===== src/rtl/alu_regfile.sv =====
// Operand register file feeding the ALU: two registered read ports, single/pair write-back, flag latch.
// Optional build macro REGFILE_ZERO_REG_EN makes register 0 read as 0x00 and drop writes to it.
module alu_regfile #(
    parameter int DATA_W   = 8,
    parameter int ADDR_W   = 3,
    parameter int NUM_REGS = 8
) (
    input  logic              i_CLK,
    input  logic              i_RST,
    input  logic              i_RdEn,
    input  logic [ADDR_W-1:0] i_RdAddr1,
    input  logic [ADDR_W-1:0] i_RdAddr2,
    output logic [DATA_W-1:0] o_Data1,
    output logic [DATA_W-1:0] o_Data2,
    input  logic              i_WrEn,
    input  logic              i_WrPair,
    input  logic [ADDR_W-1:0] i_WrAddr,
    input  logic [DATA_W-1:0] i_WrData,
    input  logic [ADDR_W-1:0] i_WrAddr2,
    input  logic [DATA_W-1:0] i_WrData2,
    input  logic              i_FlagWr,
    input  logic              i_Z,
    input  logic              i_S,
    input  logic              i_C,
    input  logic              i_OF,
    output logic [3:0]        o_Flags,
    output logic              o_Busy,
    output logic              o_DbgState
);

    typedef enum logic {
        IDLE = 1'b0,
        WR2  = 1'b1
    } state_t;

    state_t            state_q;
    logic [DATA_W-1:0] regs_q [NUM_REGS];
    logic [ADDR_W-1:0] pend_addr_q;
    logic [DATA_W-1:0] pend_data_q;
    logic [DATA_W-1:0] data1_q, data2_q;
    logic [DATA_W-1:0] data1_d, data2_d;
    logic [3:0]        flags_q;
    logic              busy_q;

    logic              wr_vld;
    logic [ADDR_W-1:0] wr_addr;
    logic [DATA_W-1:0] wr_data;

    // The single physical write port: new write-back in IDLE, latched second half in WR2.
    always_comb begin
        wr_vld  = 1'b0;
        wr_addr = i_WrAddr;
        wr_data = i_WrData;
        if (state_q == WR2) begin
            wr_vld  = 1'b1;
            wr_addr = pend_addr_q;
            wr_data = pend_data_q;
        end else if (i_WrEn) begin
            wr_vld  = 1'b1;
        end
`ifdef REGFILE_ZERO_REG_EN
        if (wr_addr == '0) begin
            wr_vld = 1'b0;
        end
`endif
    end

    // Operand capture with write-through bypass so a same-edge write is never read stale.
    always_comb begin
        data1_d = regs_q[i_RdAddr1];
        data2_d = regs_q[i_RdAddr2];
        if (wr_vld && (wr_addr == i_RdAddr1)) begin
            data1_d = wr_data;
        end
        if (wr_vld && (wr_addr == i_RdAddr2)) begin
            data2_d = wr_data;
        end
`ifdef REGFILE_ZERO_REG_EN
        if (i_RdAddr1 == '0) begin
            data1_d = '0;
        end
        if (i_RdAddr2 == '0) begin
            data2_d = '0;
        end
`endif
    end

    always_ff @(posedge i_CLK) begin
        if (!i_RST) begin
            for (int i = 0; i < NUM_REGS; i++) begin
                regs_q[i] <= '0;
            end
            state_q     <= IDLE;
            busy_q      <= 1'b0;
            pend_addr_q <= '0;
            pend_data_q <= '0;
            data1_q     <= '0;
            data2_q     <= '0;
            flags_q     <= 4'b0000;
        end else begin
            if (wr_vld) begin
                regs_q[wr_addr] <= wr_data;
            end
            if (i_RdEn) begin
                data1_q <= data1_d;
                data2_q <= data2_d;
            end
            if (i_FlagWr) begin
                flags_q <= {i_OF, i_C, i_S, i_Z};
            end
            // Write-back inputs are ignored while the second half of a pair drains.
            case (state_q)
                IDLE: begin
                    if (i_WrEn && i_WrPair) begin
                        state_q     <= WR2;
                        busy_q      <= 1'b1;
                        pend_addr_q <= i_WrAddr2;
                        pend_data_q <= i_WrData2;
                    end
                end
                WR2: begin
                    state_q <= IDLE;
                    busy_q  <= 1'b0;
                end
                default: begin
                    state_q <= IDLE;
                    busy_q  <= 1'b0;
                end
            endcase
        end
    end

    assign o_Data1    = data1_q;
    assign o_Data2    = data2_q;
    assign o_Flags    = flags_q;
    assign o_Busy     = busy_q;
    assign o_DbgState = (state_q == WR2);

endmodule


===== config.mk =====
export PLATFORM = sky130hd
export DESIGN_NAME = alu_regfile
export DESIGN_NICKNAME = d
export VERILOG_FILES = /design/src/rtl/alu_regfile.sv
export SDC_FILE = /design/constraint.sdc
export NUM_CORES = 1
export LEC_CHECK = 0
export CAP_MARGIN = 20
export CORE_AREA = 10 10 137 139
export CTS_BUF_LIST = sky130_fd_sc_hd__clkbuf_8
export CTS_CLUSTER_SIZE = 30
export DETAILED_ROUTE_END_ITERATION = 10
export DIE_AREA = 0 0 147 149
export PLACE_DENSITY = 0.44
export REMOVE_ABC_BUFFERS = 1
export SETUP_SLACK_MARGIN = 0.4
export SKIP_CTS_REPAIR_TIMING = 1
export SYNTH_ARGS = -nofsm -noshare
export SYNTH_HDL_FRONTEND = slang
export SYNTH_SLANG_ARGS = --single-unit

===== constraint.sdc =====
create_clock -name i_CLK -period 2.39 [get_ports i_CLK]
set_input_delay 0.5975 -clock i_CLK [delete_from_list [all_inputs] [get_ports i_CLK]]
set_output_delay 0.5975 -clock i_CLK [all_outputs]
set_load 0.01 [all_outputs]

==> summary.txt <==
Worst setup path
  – Critical Path AT: about 1400 ps
  – Slowest-stage cell, CP: clkdlybuf4s50_1
  – Crit-path max cell delay: 540 ps
  – Reg2reg setup slack: around 610 ps
  – Worst r2r src: o_DbgState
  – Peak fanout along the critical path: 6
  – Bufs and invs on worst path: 2
  – Worst path required time: ~1800 ps
  – Critical path launch point type: register
  – RR Endpoint: o_Data2[7]
  – CP Cell Sequence: buf_4, clkdlybuf4s50_1
  – Crit. End Element: primary output
  – Family with the most delay on the worst path: buffers and inverters
  – Critical path class: reg2out
  – Reg2reg path depth: 5

Timing
  – Tcrit/Tclk final: between 80% and 90%
  – Rel. slew slack: roughly 70%
  – Final Slew Violations: 0
  – Min Tclk post-route: 2030 ps
  – Final setup viols: 0
  – Actual slew at the worst max-slew pin: about 400 ps
  – Fin. Hold Viols: 0
  – Layout Skew: between 10 and 15 ps
  – Max Fclk: slightly below 500 MHz
  – Setup ws final: between 300 and 400 ps
  – RSZ-0062 raised after global routing: yes

Yosys
  – Most common cell in the netlist: nor2_1
  – Synth warn: 0
  – Register area share after synthesis: 54.5%
  – Distinct cell type count after synthesis: 33
  – Synth top cells by count: nor2_1 (65), edfxtp_1 (64), nand2_1 (49)
  – Syn_area_per_cell: about 13 µm²
  – Number of flops mapped to enable cells by yosys: 64
  – Synth Flop Type: edfxtp_1
  – Async SR Flop Fraction: 0%
  – Synth Instances: 365
  – Yosys top cell area share: 40.5%
  – Number of synthesized register bits: a little under 100
  – Synth area leader: edfxtp_1
  – Top cells by area, synth: edfxtp_1 (41%), mux4_2 (15%), dfxtp_1 (14%)
  – Mapped cell area: 0.00474 mm²

Global route
  – Total grt overflow: 0
  – Pin count of the biggest net entering global routing: 22
  – First-pass GRT wire length: 21.3 mm
  – Total GRT Usage: between 10 and 15%
  – Vias in the first global route: 3,512
  – Antenna violations before repair: 0

Layout
  – Finished Core Util: 39.1%
  – # fillers: between 1,500 and 2,000
  – Layout cell share with drive strength beyond 1: a little over a quarter
  – # nets final: 510
  – Area Growth Syn to Fin: 33.6%
  – Multi-input gate area: between 0.002 and 0.0025 mm²
  – Storage cell area: between 0.002 and 0.003 mm²
  – Design Area, Final: roughly 0.0063 mm²
  – Ant. Diodes: 0

Pwr
  – Total power: ~3.7 mW
  – LEAKAGE: between 2 and 2.5 nW
  – Cell area power density: ~580 mW/mm²
  – VDD IR-drop max: 0.229 mV

Placement
  – Gpl congestion: 0.788
  – Place WS: -38.3 ps
  – Post-DP HPWL: between 10 and 15 mm
  – DP Area: 0.00597 mm²
  – IO buf count: 59

Detailed routing
  – Final WL: about 14 mm
  – DRC errors left: 0
  – Antenna viol nets, final: 0
  – Drt first pass iters: 4
  – Initial DRC Count: roughly 270
  – Drt wl/cell: approximately 20 µm
  – Detailed-route via count: about 3,300
  – Vias per inst: ~4.8

Worst hold path
  – Hold path depth: 2
  – Worst Hold End: pend_data_q[6]
  – Hold_sp: pend_data_q[6]
  – Worst Hold Class: reg2reg

Floorplan
  – I/O pin count: 60
  – Die Y-Extent: approximately 150 µm
  – Core area: ~0.016 mm²
  – # rows: 47
  – Starting density of the core: ~30%
  – Die area: roughly 0.022 mm²
  – Chip width: roughly 150 µm

Clock network
  – Worst-Skew Late Latency: 390 ps
  – TritonCTS clock tree: done
  – Clock-pin slew on the worst setup and hold paths: about 100 ps
  – Root Driver: clkbuf_8
  – CTS max path bufs: 2
  – Cts bufs inserted: 9
  – Max H-tree Level: 3
  – Clk sinks: 97

Run status
  – Status: finished, final reports clean

Flow run
  – Max Cap Violations: 0
-- cells by family (layout without fill, tap and decap cells) --
group | Yosys count | count (layout) | share of synthesized area [%]
DFF | 97 | 97 | 54.5
buffers and inverters | 21 | 133 | 2.82
muxes | 63 | 63 | 21.9
and+or+nand+nor | 143 | 143 | 13.5
xor gates and xnor gates | 6 | 6 | 1.11
AOI/OAI and AO/OA | 35 | 35 | 6.20
-- routing by layer --
metal | GRT usage, % | part of all wire (%) | wire (µm)
met3 | 3.03 | 5.4 | 735
met1 | 16.3 | 45 | 6160
met4 | 6.34 | 2.4 | 324
met2 | 20.6 | 47 | 6480
met5 | 0 | 0 | 0
-- worst max-delay path by stage --
stage | slack (ps) | cells past startpoint | start | end
after floorplan | 240 | 4 | o_DbgState | regs_q[1][0]
after global placement | -30 | 7 | i_WrEn | regs_q[3][1]
after detailed placement | -40 | 7 | i_WrEn | regs_q[3][4]
after CTS | -30 | 2 | o_DbgState | o_DbgState
after global routing | 310 | 2 | o_DbgState | o_DbgState
final | 360 | 2 | o_DbgState | o_DbgState
-- stage by stage --
stage / hold WS (ps) / TNS [ps] / instances
final: 469 / 0 / 697
after global routing: 496 / 0 / 697
after CTS: 472 / -33.8 / 687
after detailed placement: 452 / -412 / 671
after global placement: 451 / -246 / 671
after floorplan: 443 / 0 / 345
-- cell usage in the layout, fill, tap and decap left out, types with 2 or more instances in the layout --
cell / Yosys / layout
a31o_4: 0 / 2
nand4_4: 0 / 2
xnor2_1: 2 / 2
mux4_2: 32 / 32
nand2_1: 49 / 48
mux2i_1: 29 / 29
nor2_1: 65 / 65
nand3b_1: 2 / 2
xor2_2: 0 / 4
a21boi_0: 12 / 11
inv_1: 1 / 5
nor2b_1: 6 / 6
mux2i_2: 2 / 2
clkdlybuf4s50_1: 0 / 56
buf_12: 0 / 12
clkbuf_8: 1 / 10
and2_1: 2 / 2
dlymetal6s2s_1: 0 / 3
o221ai_1: 16 / 15
a21boi_1: 1 / 2
nand2_2: 8 / 9
nor3b_1: 2 / 2
edfxtp_1: 64 / 64
dfxtp_1: 33 / 32
and2b_2: 3 / 3
buf_4: 8 / 45
-- power by group --
| part | internal (mW) | switching [mW] |
|---|---|---|
| combinational | 0.349 | 0.297 |
| sequential | 1.88 | 0.0546 |
| clock | 0.501 | 0.591 |
| total | 2.73 | 0.943 |
-- layout make-up --
type	count	area share [%]
clock buffer	10	2.17
tap	220	4.35
clock inverter	6	0.850
multi-input combinational	247	33.1
timing repair buffer	116	18.6
sequential	97	40.9
inverter	1	0.0593
-- worst reg2reg max path, cell delays in order, from the launching register on --
cell and delay [ps]:
dfxtp_4 380, buf_4 150, or3b_1 380, a32oi_2 310, nand4_4 230, o221ai_1 230
-- state kept, by name (all words and copies together) (netlist names) --
name	flops
o_Busy	1
o_Data1	8
o_Data2	8
o_DbgState	1
o_Flags	4
pend_addr_q	3
pend_data_q	8
regs_q	64
Note: power is estimated with default switching activity, not from simulation.
